`config.mk`:
```
export PLATFORM = sky130hd
export DESIGN_NAME = sw_in_ctrl
export DESIGN_NICKNAME = d
export VERILOG_FILES = /design/src/rtl/sw_in_ctrl.sv
export SDC_FILE = /design/constraint.sdc
export NUM_CORES = 1
export LEC_CHECK = 0
export CORE_MARGIN = 2
export CORE_UTILIZATION = 30
export DETAILED_ROUTE_END_ITERATION = 12
export MAX_ROUTING_LAYER = met4
export PLACE_DENSITY = 0.68
export RECOVER_POWER = 25
export SYNTH_ARGS = -nofsm -noshare
export SYNTH_HDL_FRONTEND = slang
export SYNTH_SLANG_ARGS = --single-unit
```
`constraint.sdc`:
```
create_clock -name clk -period 2.45 [get_ports clk]
set_clock_uncertainty 0.2 [all_clocks]
set_input_delay 0.3675 -clock clk [delete_from_list [all_inputs] [get_ports clk]]
set_output_delay 0.3675 -clock clk [all_outputs]
set_load 0.01 [all_outputs]
```
`src/rtl/sw_in_ctrl.sv`:
```
// ============================================================================
// sw_in_ctrl : switch input-port controller (header match, watchdog, forward)
// Optional: define SW_IN_MCAST_EN to write payload to every matching port.
// Revision   : 1.0
// ============================================================================
`default_nettype none

module sw_in_ctrl #(
    parameter int W_WIDTH    = 8,
    parameter int N_PORTS    = 4,
    parameter int WD_TIMEOUT = 16,
    parameter int MAX_LEN    = 64
) (
    input  logic                         clk,
    input  logic                         rst_n,
    input  logic                         sw_en,
    input  logic [N_PORTS-1:0]           port_busy,
    input  logic [N_PORTS*W_WIDTH-1:0]   port_addr,
    input  logic [W_WIDTH-1:0]           data_in,
    output logic                         ready,
    output logic [N_PORTS-1:0]           wr_en,
    output logic [W_WIDTH-1:0]           data_out,
    output logic                         drop,
    output logic [1:0]                   drop_cause
);

    localparam int WD_W  = $clog2(WD_TIMEOUT + 1);
    localparam int LEN_W = $clog2(MAX_LEN + 1);
    localparam logic [WD_W-1:0]  WD_LIMIT  = WD_W'(WD_TIMEOUT);
    localparam logic [LEN_W-1:0] LEN_LIMIT = LEN_W'(MAX_LEN);

    localparam logic [1:0] CAUSE_NOMATCH = 2'b01;
    localparam logic [1:0] CAUSE_TIMEOUT = 2'b10;
    localparam logic [1:0] CAUSE_TRUNC   = 2'b11;

    typedef enum logic [1:0] {
        S_IDLE = 2'd0,
        S_WAIT = 2'd1,
        S_FWD  = 2'd2,
        S_DROP = 2'd3
    } state_t;

    state_t               state_q;
    logic [N_PORTS-1:0]   mask_q;
    logic [N_PORTS-1:0]   mask_d;
    logic [N_PORTS-1:0]   match;
    logic [WD_W-1:0]      wd_q;
    logic [WD_W-1:0]      wd_d;
    logic [LEN_W-1:0]     len_q;
    logic [LEN_W-1:0]     len_d;
    logic [N_PORTS-1:0]   wr_en_q;
    logic [W_WIDTH-1:0]   data_out_q;
    logic                 drop_q;
    logic [1:0]           drop_cause_q;
    logic                 tgt_busy;

    for (genvar i = 0; i < N_PORTS; i++) begin : g_match
        assign match[i] = (data_in == port_addr[i*W_WIDTH +: W_WIDTH]);
    end

`ifdef SW_IN_MCAST_EN
    assign mask_d = match;
`else
    // Isolate the lowest set bit so duplicate addresses resolve to the lowest port.
    assign mask_d = match & (~match + N_PORTS'(1));
`endif

    assign tgt_busy = |(port_busy & mask_q);
    assign wd_d     = (wd_q == WD_LIMIT)   ? wd_q  : wd_q  + WD_W'(1);
    assign len_d    = (len_q == LEN_LIMIT) ? len_q : len_q + LEN_W'(1);

    assign ready      = rst_n && (state_q != S_WAIT);
    assign wr_en      = wr_en_q;
    assign data_out   = data_out_q;
    assign drop       = drop_q;
    assign drop_cause = drop_cause_q;

    always_ff @(posedge clk) begin
        if (!rst_n) begin
            state_q      <= S_IDLE;
            mask_q       <= '0;
            wd_q         <= '0;
            len_q        <= '0;
            wr_en_q      <= '0;
            data_out_q   <= '0;
            drop_q       <= 1'b0;
            drop_cause_q <= 2'b00;
        end else begin
            wr_en_q <= '0;
            drop_q  <= 1'b0;
            case (state_q)
                S_IDLE: begin
                    if (sw_en) begin
                        if (|mask_d) begin
                            mask_q  <= mask_d;
                            wd_q    <= '0;
                            state_q <= S_WAIT;
                        end else begin
                            drop_q       <= 1'b1;
                            drop_cause_q <= CAUSE_NOMATCH;
                            state_q      <= S_DROP;
                        end
                    end
                end
                S_WAIT: begin
                    if (!sw_en) begin
                        state_q <= S_IDLE;
                    end else if (!tgt_busy) begin
                        len_q   <= '0;
                        state_q <= S_FWD;
                    end else begin
                        wd_q <= wd_d;
                        if (wd_d == WD_LIMIT) begin
                            drop_q       <= 1'b1;
                            drop_cause_q <= CAUSE_TIMEOUT;
                            state_q      <= S_DROP;
                        end
                    end
                end
                S_FWD: begin
                    if (!sw_en) begin
                        state_q <= S_IDLE;
                    end else if (len_q == LEN_LIMIT) begin
                        drop_q       <= 1'b1;
                        drop_cause_q <= CAUSE_TRUNC;
                        state_q      <= S_DROP;
                    end else begin
                        wr_en_q    <= mask_q;
                        data_out_q <= data_in;
                        len_q      <= len_d;
                    end
                end
                S_DROP: begin
                    if (!sw_en) begin
                        state_q <= S_IDLE;
                    end
                end
                default: state_q <= S_IDLE;
            endcase
        end
    end

endmodule

`default_nettype wire

```
* After elaboration in Yosys (flattened, before gate mapping) *
Cells that the tools add are included.

word-level totals
  register bits after elaboration = 33
  output and inout port bits = 16

cells by class
  $add $sub $neg = 3
  equality and inequality tests = 24
  muxes and demuxes = 35
  bitwise gates (word level) = 7
  reduce and logical (&&, ||, !) cells = 14

operators by type and width
  kind                                           number
  == test 8 bit                                  4
  2-to-1 mux 2 bit                               14
  2-to-1 mux 7 bit                               4
  2-to-1 mux 5 bit                               5
  inequality test 2 bit (second input constant)  11
  one-hot mux 7 bit (2 select lines)             1
  OR reduction 4 bit                             3
  == test 5 bit (second input constant)          2
  one-hot mux 5 bit (2 select lines)             1
  AND reduction 5 bit                            2
  bitwise AND 4 bit                              2
  one-hot mux 2 bit (4 select lines)             1
  AND reduction 8 bit                            1
  adder 7 x 1 -> 7 bit (second input constant)   1
  == test 7 bit (second input constant)          1
  2-to-1 mux 1 bit                               7
  one-hot mux 2 bit (3 select lines)             1
  AND reduction 3 bit                            2
  adder 5 x 1 -> 5 bit (second input constant)   1
  adder 4 x 1 -> 4 bit (second input constant)   1
  == test 2 bit (second input constant)          2
  inequality test 4 bit (second input constant)  1
  inverter 1 bit                                 4
  inverter 4 bit                                 1
  other kinds (9)                                10

* Logic depth before layout (Yosys ltp) *
  depth after elaboration = 8
  mapped depth = 9
  mapped depth without buffers = 8

* Least setup slack after synthesis *
OpenSTA, ideal clock, no wires.

  path kind = flip-flop to flip-flop
  from = register state_q[1]
  to = register len_q[6]
  data arrival time = 1990 ps
  path slack = 189 ps
  stages on the path, launching flop included = 10
  buffers on the path = 1
  period minus slack after synthesis = 2261 ps
  path through = dfxtp_1 -> inv_1 -> ha_1 -> buf_2 -> inv_1 -> a21oi_1 -> nor3b_4 -> nand4_1 -> or3_1 -> a21oi_1

on the way
  longest elaborated chain between the ends = 3
  elaborated cells on any way between the ends = 9

ends and longest elaborated chain
  element                                                                              RTL line  text
  from (decl)                                                                          43        state_t state_q;
  from (signal assigned)                                                               80        state_q <= S_IDLE;
  from (signal assigned)                                                               97        state_q <= S_WAIT;
  from (signal assigned)                                                               101       state_q <= S_DROP;
  == test 2 bit / == test 2 x 1 -> 1 bit (equally long branches)                       91        case (state_q)
  inequality test 2 bit (no source line) / nonzero test 2 bit (equally long branches)  --
  AND reduction 5 bit (no source line)                                                 --
  to (signal assigned)                                                                 130       len_q <= len_d;
  to (decl)                                                                            49        logic [LEN_W-1:0] len_q;

Parallel ways exist; a longest one is shown, timed or not.
A chain may end at the register's enable or synchronous reset.

* Worst setup path in the final report *
  from = input port data_in[7]
  to = register drop_cause_q[0], in the netlist drop_cause[0]

on the way
  longest elaborated chain between the ends = 7
  elaborated cells on any way between the ends = 10

ends and longest elaborated chain
  element                                     RTL line  text
  from (decl)                                 19        input logic [W_WIDTH-1:0] data_in,
  == test 8 bit                               58        assign match[i] = (data_in == port_addr[i*W_WIDTH +: W_WIDTH]);
  inverter 4 bit                              65        assign mask_d = match & (~match + N_PORTS'(1));
  adder 4 x 1 -> 4 bit                        65
  bitwise AND 4 bit (*)                       65
  OR reduction 4 bit (*)                      94        if (|mask_d) begin
  inequality test 2 bit (no source line) (*)  --
  AND reduction 8 bit (no source line) (*)    --
  to (signal assigned)                        87        drop_cause_q <= 2'b00;
  to (signal assigned)                        100       drop_cause_q <= CAUSE_NOMATCH;
  to (signal assigned)                        115       drop_cause_q <= CAUSE_TIMEOUT;
  to (decl)                                   54        logic [1:0] drop_cause_q;

Every way passes the cells marked *; elsewhere a longest branch is shown, timed or not.

==> impl_metrics.csv <==
group,metric,value,unit
hold_path,hold_class,"reg -> reg",
finish,nFillCells,691,
clock_network,h-tree-depth,2,
timing,finalSetupViolCount,0,
flow_run,drv_cap,0,
yosys,yosys.area_share.simple,24.6,%
yosys,synth_top_area_cell,"dfxtp_1",
floorplan,chipWidth,89.5,um
yosys,synth_edf_count,0,
grt,track_usage,14.8,%
yosys,syn_nets,308,
grt,grt_pass1_vias,1946,
floorplan,fp-row-count,31,
routing,drt_iter0_drc,77,
floorplan,core,7180,um^2
yosys,synth_compound_area_share,13.3,%
critical_path,end_kind,"flip-flop",
critical_path,r2r-start,"wd_q[0]$_SDFFE_PN0P_",
timing,tightest_slew,0.830,ns
power_and_ir_drop,ir_drop,263,uV
yosys,syn-cell-area,2190,um^2
finish,finalNetCount,386,
placed_design,dp_hpwl,4.42,mm
clock_network,cts-hold-fix-buffers,0,
timing,period_minus_slack,2.39,ns
timing,maxSlewHeadroom,44.7,%
clock_network,clkSinkCount,33,
grt,grt_first_pass_wirelength,8.98,mm
grt,grt-ovfl-total,0,
routing,wl_per_cell,12.8,um
timing,rsz0062_at_grt,"no",
critical_path,worstPathMaxFanout,5,
power_and_ir_drop,powerDensity,662,nW/um^2
routing,drc,0,
critical_path,critPathLaunch,"data_in[7]",
yosys,synth_cell_type_count,49,
grt,antenna_found_initial,0,
finish,insertedDiodeCount,0,
status,status,"finished, final reports clean",
clock_network,cts_tree,"done",
timing,tns,0,ns
finish,final_cells,427,
clock_network,cts-root-buf,"clkbuf_8",
yosys,synthXorXnorAreaFrac,15.2,%
timing,hold_violations,0,
floorplan,start_util,30.5,%
finish,drive_gt1_share,14.6,%
yosys,synthTopCellsByArea,"dfxtp_1 (30%), xnor2_1 (13%), ha_1 (5.7%)",
routing,vias_per_cell,4.68,
critical_path,start_kind,"input pin",
power_and_ir_drop,static-leakage-power,1.22,nW
floorplan,die-height,89.5,um
yosys,syn_inst,251,
placed_design,gp_congestion,0.844,
yosys,yosysSeqAreaShare,30.2,%
finish,area_growth,42.1,%
clock_network,clk_pin_slew,0.06,ns
hold_path,hp-start,"len_q[6]$_SDFFE_PN0P_",
placed_design,port_buffers,62,
yosys,yosys.area.top_type_share,30.2,%
floorplan,io_pins,63,
routing,drt_wl_total,5.49,mm
clock_network,insertion_delay,0.28,ns
yosys,ys.flop_type,"dfxtp_1",
routing,dr.pass1.iters,4,
placed_design,post-place-cells,421,
yosys,synthMuxAreaShare,5.03,%
clock_network,cts_buffers,5,
yosys,synth_top_family_by_area,"simple AND/OR/NAND/NOR gates",
yosys,synth-seq-cells,33,
yosys,yosys_warnings,0,
yosys,async_reset_ff_share,0,%
timing,slew_viol_final,0,
routing,antenna_left,0,
critical_path,worst_ep_required_time,2.45,ns
clock_network,cts_buffer_depth,2,
critical_path,critPathKind,"in -> reg",
routing,vias,1998,
critical_path,cp.arrival,2.39,ns
clock_network,cts.repair_timing.setup_buffer_count,0,
yosys,synth_fa_ha_area_share,5.71,%
timing,max_freq,0.418,GHz
yosys,synth.avg_cell_area,8.73,um^2
floorplan,dieArea,8000,um^2
grt,grt_max_degree,21,
timing,fin_crit_sh,97.7,%
-- kinds of logic (layout without fill, tap and decap cells) --
group                      count (synthesis)  count (layout)
AOI/OAI and AO/OA                         40              40
xor gates and xnor gates                  38              38
adders and majority gates                 10              10
buffers and inverters                     24             101
DFF                                       33              33
muxes                                     11              11
and+or+nand+nor                           95              95
-- state kept, by name, summed over array words and instances, names as in the netlist --
signal,count
drop,1
wr_en,4
data_out,8
len_q,7
mask_q,4
drop_cause,2
wd_q,5
state_q,2
-- what timing repair did --
item | in CTS | in global routing
setup endpoints to repair | 2 | 8
pin swaps | 0 | 0
gates resized for setup | 4 | 8
-- metrics by stage --
stage	setup WS, ns	util (%)	cell area (um^2)	hold WS [ns]	power (mW)
5_1_grt	0.00756	43.4	3110	0.320	2.21
2_1_floorplan	0.189	-	2190	0.253	1.27
3_3_place_gp	-0.247	42.0	3020	0.263	1.68
3_5_place_dp	-0.321	42.0	3020	0.280	1.69
6_report	0.0565	43.4	3110	0.287	2.06
4_1_cts	0.0213	43.0	3090	0.289	2.07
-- path summary, 6_finish.rpt --
kind                                     end  slack, ns  cells after the start
setup / recovery  drop_cause[0]$_SDFFE_PN0P_       0.06                      7
hold / removal         len_q[6]$_SDFFE_PN0P_       0.29                      2
setup reg to reg  drop_cause[0]$_SDFFE_PN0P_       0.12                      8
hold reg to reg        len_q[6]$_SDFFE_PN0P_       0.29                      2
-- layer usage --
layer  GRT usage [%]  vias to the layer above  part of all wire [%]
met5               -                        -                     0
met1            18.9                      905                    46
li1                -                     1037                     -
met4            4.07                        0                   1.1
met3            2.77                        5                   4.6
met2            24.0                       51                    48
-- critical path: stages --
cell,delay [ns]
clkdlybuf4s50_1,0.46
buf_4,0.15
xor2_1,0.25
nor4_1,0.13
or4_4,0.46
a221oi_4,0.34
mux2i_1,0.24
-- synthesized netlist by cell type, types with 2 or more instances --
library cell	number
buf_6	3
nor4b_2	2
nor4_1	3
nand2_1	21
nor3b_1	2
o221a_2	2
a311oi_1	2
nor2b_1	2
ha_1	10
dfxtp_1	33
a22oi_1	2
mux2i_1	11
xor2_1	6
nand3_1	9
nor2_1	22
nand4_1	9
o21a_1	3
or3_1	2
buf_4	5
clkbuf_1	6
a21oi_1	13
a31oi_1	2
inv_1	9
o21ai_0	8
xnor2_1	32
and3_1	5
nor3_1	5
-- cell type report --
| class | instances | area (um^2) | area share [%] |
|---|---|---|---|
| Clock buffer | 5 | 68.8 | 2.21 |
| Clock inverter | 1 | 5.00 | 0.161 |
| Inverter | 9 | 33.8 | 1.09 |
| Multi-Input combinational cell | 194 | 1410 | 45.4 |
| Sequential cell | 33 | 663 | 21.3 |
| Tap cell | 99 | 124 | 3.98 |
| Timing Repair Buffer | 86 | 806 | 25.9 |
-- cells in the final DEF, fill, tap and decap left out, types with 2 or more instances in the layout --
cell type and n:
nand2_1 21, nand3_1 9, xor2_1 6, or3_1 2, mux2i_1 11, dlygate4sd3_1 10
o221a_2 2, dlymetal6s2s_1 5, clkdlybuf4s50_1 44, nand4_1 9, dlygate4sd2_1 3, nor3_1 5
and3_1 5, nor4_1 3, o21ai_0 8, inv_1 9, o21a_1 3, dfxtp_1 31
xnor2_1 32, buf_4 23, a22oi_1 2, a21oi_1 13, nor3b_1 2, a311oi_1 2
clkbuf_8 5, nor2b_1 2, dfxtp_2 2, nor2_1 22, ha_1 10
-- report_power, final --
part	switching [mW]	internal, mW
clock	0.183	0.187
sequential	0.0678	0.606
combinational	0.496	0.520
Note: power is estimated with default switching activity, not from simulation.
